===== config.mk =====
export PLATFORM = sky130hd
export DESIGN_NAME = control_sequencer
export DESIGN_NICKNAME = d
export VERILOG_FILES = /design/src/rtl/ctl_pkg.sv /design/src/rtl/control_sequencer_retire_counter.sv /design/src/rtl/control_sequencer.sv
export SDC_FILE = /design/constraint.sdc
export NUM_CORES = 1
export LEC_CHECK = 0
export CAP_MARGIN = 20
export CORE_UTILIZATION = 36
export CTS_CLUSTER_DIAMETER = 120
export DETAILED_ROUTE_END_ITERATION = 10
export MAX_ROUTING_LAYER = met4
export PLACE_DENSITY = 0.7
export SETUP_SLACK_MARGIN = 0.5
export SLEW_MARGIN = 20
export SYNTH_ARGS = -nofsm -noshare
export SYNTH_HDL_FRONTEND = slang
export SYNTH_SLANG_ARGS = --single-unit

===== constraint.sdc =====
create_clock -name clk -period 1.5 [get_ports clk]
set_input_delay 0.15 -clock clk [delete_from_list [all_inputs] [get_ports clk]]
set_output_delay 0.15 -clock clk [all_outputs]
set_load 0.02 [all_outputs]

===== src/rtl/ctl_pkg.sv =====
// Shared types and constants for the multi-cycle control sequencer.
// Also holds the branch-resolution helper used to drive the PC mux.
package ctl_pkg;

  typedef enum logic [2:0] {
    FETCH  = 3'd0,
    DECODE = 3'd1,
    EXEC   = 3'd2,
    MEM    = 3'd3,
    WB     = 3'd4,
    HALT   = 3'd5
  } state_t;

  localparam logic [2:0] PC_SEQ          = 3'b000;
  localparam int         PCSRC_COND_BIT  = 2;
  localparam logic [3:0] DEFAULT_HALT_OP = 4'hF;

  // A zero-conditional branch falls through to the sequential PC when Z is clear.
  function automatic logic [2:0] resolve_pc_sel(input logic [2:0] pcsrc, input logic z);
    if (pcsrc[PCSRC_COND_BIT] && !z) begin
      return PC_SEQ;
    end else begin
      return pcsrc;
    end
  endfunction

endpackage


===== src/rtl/control_sequencer_retire_counter.sv =====
// Retired-instruction counter: free-running modulo 2^CNT_W, no saturation.
module retire_counter #(
  parameter int CNT_W = 16
) (
  input  logic             i_clk,
  input  logic             i_rst,
  input  logic             i_en,
  output logic [CNT_W-1:0] o_count
);

  // Count one per completed instruction.
  always_ff @(posedge i_clk) begin
    if (i_rst) begin
      o_count <= '0;
    end else if (i_en) begin
      o_count <= o_count + CNT_W'(1);
    end else begin
      o_count <= o_count;
    end
  end

endmodule


===== src/rtl/control_sequencer.sv =====
// Multi-cycle control unit: FETCH/DECODE/EXEC/MEM/WB sequencing with a shared
// instruction/data memory handshake, zero-conditional branches and halt.
module control_sequencer
  import ctl_pkg::*;
#(
  parameter logic [3:0] HALT_OP = DEFAULT_HALT_OP,
  parameter int         CNT_W   = 16
) (
  input  logic             clk,
  input  logic             rst,
  input  logic [3:0]       opcode,
  input  logic [3:0]       ulasrc_i,
  input  logic [2:0]       pcsrc_i,
  input  logic             imm_i,
  input  logic             regsrc_i,
  input  logic             mw_i,
  input  logic             rw_i,
  input  logic             flag_z,
  input  logic             mem_ready,
  output logic             mem_req,
  output logic             mem_we,
  output logic             mem_addr_sel,
  output logic             ir_we,
  output logic [3:0]       ulasrc_o,
  output logic             imm_o,
  output logic             rf_src,
  output logic             rf_we,
  output logic             pc_we,
  output logic [2:0]       pc_sel,
  output logic             halted,
  output logic [CNT_W-1:0] retired
);

  state_t     r_state;
  state_t     w_next;
  logic       w_final;
  logic [3:0] r_ulasrc;
  logic [2:0] r_pcsrc;
  logic       r_imm;
  logic       r_regsrc;
  logic       r_mw;
  logic       r_rw;
  logic       r_z;
  logic       r_halted;

  // State register, decoder-field latches, Z sample and halt flag.
  always_ff @(posedge clk) begin
    if (rst) begin
      r_state  <= FETCH;
      r_ulasrc <= 4'h0;
      r_pcsrc  <= 3'b000;
      r_imm    <= 1'b0;
      r_regsrc <= 1'b0;
      r_mw     <= 1'b0;
      r_rw     <= 1'b0;
      r_z      <= 1'b0;
      r_halted <= 1'b0;
    end else begin
      r_state  <= w_next;
      r_halted <= (w_next == HALT);
      if (r_state == DECODE) begin
        r_ulasrc <= ulasrc_i;
        r_pcsrc  <= pcsrc_i;
        r_imm    <= imm_i;
        r_regsrc <= regsrc_i;
        r_mw     <= mw_i;
        r_rw     <= rw_i;
      end
      if (r_state == EXEC) begin
        r_z <= flag_z;
      end
    end
  end

  // Next state and strobes; ir_we and the MEM final-cycle pc_we follow mem_ready.
  always_comb begin
    w_next       = r_state;
    w_final      = 1'b0;
    mem_req      = 1'b0;
    mem_we       = 1'b0;
    mem_addr_sel = 1'b0;
    ir_we        = 1'b0;
    rf_we        = 1'b0;
    if (rst) begin
      w_next = FETCH;
    end else begin
      case (r_state)
        FETCH: begin
          mem_req = 1'b1;
          if (mem_ready) begin
            ir_we  = 1'b1;
            w_next = DECODE;
          end else begin
            w_next = FETCH;
          end
        end
        DECODE: begin
          w_next = (opcode == HALT_OP) ? HALT : EXEC;
        end
        EXEC: begin
          if (r_mw || r_regsrc) begin
            w_next = MEM;
          end else if (r_rw) begin
            w_next = WB;
          end else begin
            w_final = 1'b1;
            w_next  = FETCH;
          end
        end
        MEM: begin
          mem_req      = 1'b1;
          mem_addr_sel = 1'b1;
          mem_we       = r_mw;
          if (mem_ready && r_rw) begin
            w_next = WB;
          end else if (mem_ready) begin
            w_final = 1'b1;
            w_next  = FETCH;
          end else begin
            w_next = MEM;
          end
        end
        WB: begin
          rf_we   = 1'b1;
          w_final = 1'b1;
          w_next  = FETCH;
        end
        HALT: begin
          w_next = HALT;
        end
        default: begin
          w_next = FETCH;
        end
      endcase
    end
  end

  assign pc_we    = w_final;
  assign pc_sel   = resolve_pc_sel(r_pcsrc, r_z);
  assign ulasrc_o = r_ulasrc;
  assign imm_o    = r_imm;
  assign rf_src   = r_regsrc;
  assign halted   = r_halted;

  retire_counter #(
    .CNT_W (CNT_W)
  ) u_retire_counter (
    .i_clk   (clk),
    .i_rst   (rst),
    .i_en    (w_final),
    .o_count (retired)
  );

endmodule


# Word level (Yosys, flattened, before mapping)
# Index checks and enable logic that the tools add are counted.
# op_classes
addsub,1
n_eq_ne,7
mux,25
n_reduce_logical,6
# ops
cell,n
3-bit two-way mux,6
"16-bit by 1-bit adder with 16-bit output, second input constant",1
1-bit two-way mux,16
3-bit one-hot mux with 5 select lines,1
"3-bit == test, second input constant",3
"3-bit by 2-bit == test with 1-bit output, second input constant",2
"4-bit == test, second input constant",1
"3-bit by 1-bit == test with 1-bit output, second input constant",1
3-bit logical NOT,1
1-bit one-hot mux with 3 select lines,1
1-bit logical AND,2
2-bit two-way mux,1
2-bit OR reduction,1
1-bit logical NOT,1
1-bit logical OR,1
# totals
register_bits,32
input_bits,19
elab_cells,49

# Longest topological paths before layout
# depth
word_depth,5
ltp_mapped,6
depth_no_buf,5

# Cells and area by module
# A second synthesis with hierarchy kept.
# hier_totals
hier_cells,158
area_unflattened_um2,1485.2
# by_module_without_submodules
mod,n_inst,cells_each,area_each_um2,seq_area_each_um2
retire_counter,1,83,757.0,320.3
control_sequencer,1,75,728.2,320.3

# Least setup slack after synthesis
# No wires, ideal clock.
# synth_path
path_kind,reg2reg
from,register u_retire_counter.o_count[0]
to,register u_retire_counter.o_count[12]
t_arrival_ns,1.705
required_ns,1.429
setup_slack_ns,-0.276
path_stages_with_launch,7
period_less_slack_ns,1.776
cell_sequence,dfxtp_1 -> ha_1 -> and4bb_1 -> a31oi_1 -> buf_6 -> or4_1 -> a21oi_1
# synth_via
elab_chain_cells,1
# synth_lines
element,line,source
"start, declared",control_sequencer_retire_counter.sv:8,output logic [CNT_W-1:0] o_count
"start signal, assigned",control_sequencer_retire_counter.sv:16,o_count <= o_count + CNT_W'(1);
"start signal, assigned",control_sequencer_retire_counter.sv:18,o_count <= o_count;
16-bit by 1-bit adder with 16-bit output,control_sequencer_retire_counter.sv:16,
# Every way passes these cells.
# A chain may end at the register's enable or synchronous reset.

# Worst setup path after layout
# layout_path
from,register r_state[1]
to,register u_retire_counter.o_count[5]
# layout_via
elab_chain_cells,3
# layout_lines
element,line,source
"start, declared",control_sequencer.sv:34,state_t r_state;
"start signal, assigned",control_sequencer.sv:59,r_state <= w_next;
3-bit == test or 3-bit by 2-bit == test with 1-bit output (tied branches),control_sequencer.sv:87,case (r_state)
1-bit one-hot mux with 3 select lines (*),control_sequencer.sv:87,
1-bit two-way mux (*),control_sequencer.sv:84,if (rst) begin
# Mark *: on every way between the ends. The rest lies on a longest branch, timed or not.

==> results by group <==
Yosys
  • Top post-synthesis cells by area: dfxtp_1 (42%), mux2i_1 (7.8%), a21oi_1 (4.9%)
  • Syn nets: 192
  • Synth Flop Type: dfxtp_1
  • Sequential fraction of the synthesis area: 41.7%
  • Post-Synthesis Cells: 172
  • Yosys cell types: 37
  • #FFs+latches synth: 32
  • Syn_area_per_cell: between 8 and 9 um2
  • Synthesized cell area: ~1500 um2
  • Synth area leader: dfxtp_1
  • Area fraction of the dominant cell type after synthesis: between 40% and 50%
  • Number of synthesized flops with an enable pin: 0
  • Syn. warnings: 0
  • Async SR Flop Fraction: 0%

Run
  • Max-cap violation count: 0

Floorplan
  • Initial core utilization: between 30% and 40%
  • Core box area: just over 4000 um2
  • Die X: 67.4 um
  • Row count: 23
  • I/O pin cnt: ~50
  • Height of the die: slightly below 70 um
  • DIE AREA: roughly 4500 um2

Pwr
  • VDD IR max: between 0.6 and 0.7 mV
  • Clk pwr share: 33.9%
  • LEAKAGE: roughly 0.0012 uW
  • Switching share of power: 26.6%
  • P_int: 1500 uW
  • Psw: 542 uW
  • Power Density: approximately 680 nW/um2
  • Combinational share of power: between 20% and 30%
  • Sequential share of power: a little over two fifths

Clocking
  • Cts hold-fix bufs: 0
  • Clock Latency Late Sink: around 0.28 ns
  • Clk pin slew, worst setup/hold paths: 0.07 ns
  • TritonCTS clock tree: built
  • Htree depth: 2
  • Num CTS Buffers: 5
  • Clk sink count: 32
  • Root Buffer: clkbuf_8
  • Clk buf depth: 2

Cells and area
  • Area grow syn2layout: 93.8%
  • Non-Filler Instances: 326
  • Final antenna diode count: 0
  • Final nets: around 300
  • Most frequent cells in the layout: buf_6 (36), buf_4 (33), clkdlybuf4s50_1 (17)
  • Most common cell after layout, fill and taps aside: buf_6
  • Final core utilization: between 70% and 80%
  • # fillers: approximately 290
  • Share of layout cells above drive strength 1: between 50% and 60%

Worst setup path
  • Worst path max stage delay: slightly above 0.5 ns
  • Critical path type: reg -> reg
  • Crit path cell chain: nor3b_4 -> a32oi_4 -> buf_6 -> or4_1 -> a21oi_1
  • Arrival time worst endpoint: 1.82 ns
  • Reg2reg start: r_state[1]
  • Worst EP required: about 1.7 ns
  • Crit. End Element: flop
  • CP startpoint kind: flop
  • CP Max Fanout: 5
  • CP max stage cell: or4_1
  • CP Launch Point: r_state[1]

Timing
  • Measured slew at the worst slew-check pin: ~0.42 ns
  • Clock skew: between 0.002 and 0.0025 ns
  • Max-slew violation count: 0
  • Tcrit/Tclk final: 108%
  • Slew margin rel.: slightly above 70%
  • Final setup fails: 22
  • TNS Setup: -1.04 ns
  • Hold WS: ~0.42 ns
  • Final Hold Fails: 0
  • RSZ-0062 raised after global routing: yes
  • Final worst slack: -0.113 ns
  • Highest clock rate: just over 0.6 GHz
  • Crit path time final: around 1.6 ns

Placement
  • Dpl cells: 295
  • I/O Buffers: 50
  • GPL Wtd Cong: 0.733
  • Detailed Place HPWL: around 2700 um

Global routing
  • Total grt overflow: 0
  • First-pass GRT wire length: just over 7000 um
  • Initial antenna violation count: 0
  • Pin count of the biggest net entering global routing: 28
  • Total global-route track usage: 21.2%
  • Vias in the first global route: 1612

Detailed routing
  • Drt initial violations: approximately 120
  • Post-Route WL: a little over 5000 um
  • First-pass DRT Iterations: 4
  • Final ANT Viol Nets: 0
  • Wire per inst: 15.7 um
  • Via count: 1777
  • DRC: 0
  • Vias per inst: about 5.5

Status
  • Failing checks: negative setup slack
  • Run status: complete, but fails checks

Hold path
  • Hold WC Path Type: in -> reg
  • Hold_sp: flag_z
path summary, 6_finish.rpt:
path                                 endpoint  slack (ns)  depth (start not counted)
setup reg to reg  u_retire_counter.o_count[5]       -0.11                          5
hold / removal                            r_z        0.42                          3
setup / recovery  u_retire_counter.o_count[5]       -0.11                          5
hold reg to reg                   ulasrc_o[2]        0.49                          2
per-stage QoR:
stage / cell area, um2 / setup WS (ns) / total power [uW]
after global placement: 2420 / -0.325 / 1230
after global routing: 2980 / -0.191 / 2110
after floorplan: 1670 / -0.0435 / 1060
after detailed placement: 2420 / -0.367 / 1230
after CTS: 2720 / -0.0730 / 1960
final: 2980 / -0.113 / 2040
synth_stat cells (all sizes together), types with 2 or more instances:
| library cell | count |
|---|---|
| mux2 | 2 |
| and4 | 4 |
| clkbuf | 5 |
| nand4 | 5 |
| nor3 | 4 |
| and2 | 4 |
| or3 | 5 |
| nor2 | 19 |
| xor2 | 2 |
| mux2i | 12 |
| buf | 5 |
| nand2b | 3 |
| nor3b | 2 |
| or4 | 5 |
| a21oi | 15 |
| dfxtp | 32 |
| nand2 | 7 |
| nand3 | 7 |
| o31ai | 5 |
| o21ai | 9 |
| nor2b | 7 |
| and4bb | 2 |
per-layer routing:
| metal | up-vias | wire length [um] | track usage [%] |
|---|---|---|---|
| met4 | 0 | 42 | 5.05 |
| met2 | 71 | 2660 | 35.9 |
| met3 | 5 | 270 | 4.56 |
| met5 | - | 0 | - |
| li1 | 837 | - | - |
| met1 | 864 | 2140 | 25.4 |
logic make-up after synthesis:
family / synth area share (%)
compound gates: 12.9
xor+xnor: 1.14
mux: 9.28
simple gates: 30.2
buf+inv: 3.99
flops: 41.7
fa+ha+maj: 0.814
power by group through the flow:
stage                     clock network, uW  registers (uW)  logic, uW
after floorplan                           0             912        152
after global placement                    0             900        328
after detailed placement                  0             901        330
after CTS                               695             881        386
after global routing                    737             884        493
final                                   691             882        467
sequential cells by signal, indices dropped and copies added, names as in the netlist, 3 cells and up:
register                  flops
ulasrc_o                      4
r_state                       3
r_pcsrc                       3
u_retire_counter.o_count     16
cell type report:
cell class / instances / area [um2] / share of cell area [%]
Multi-Input combinational cell: 131 / 1150 / 38.7
Timing Repair Buffer: 105 / 972 / 32.6
Sequential cell: 32 / 703 / 23.6
Clock buffer: 8 / 90.1 / 3.02
Tap cell: 50 / 62.6 / 2.10
worst max-delay path: cells and delay by family, from the launching register on:
kind	cells	cell delay, ns
and+or+nand+nor	2	0.72
DFF	1	0.38
buffers and inverters	1	0.16
AOI/OAI and AO/OA	2	0.29
repair_timing:
action / in CTS / in global routing
hold endpoints to repair: 0 / 0
cloned: 1 / 2
gates resized for setup: 202 / 44
setup buffers: 15 / 5
pin swaps: 21 / 19
setup endpoints to repair: 64 / 50
Power figures use the tool's default switching activity.
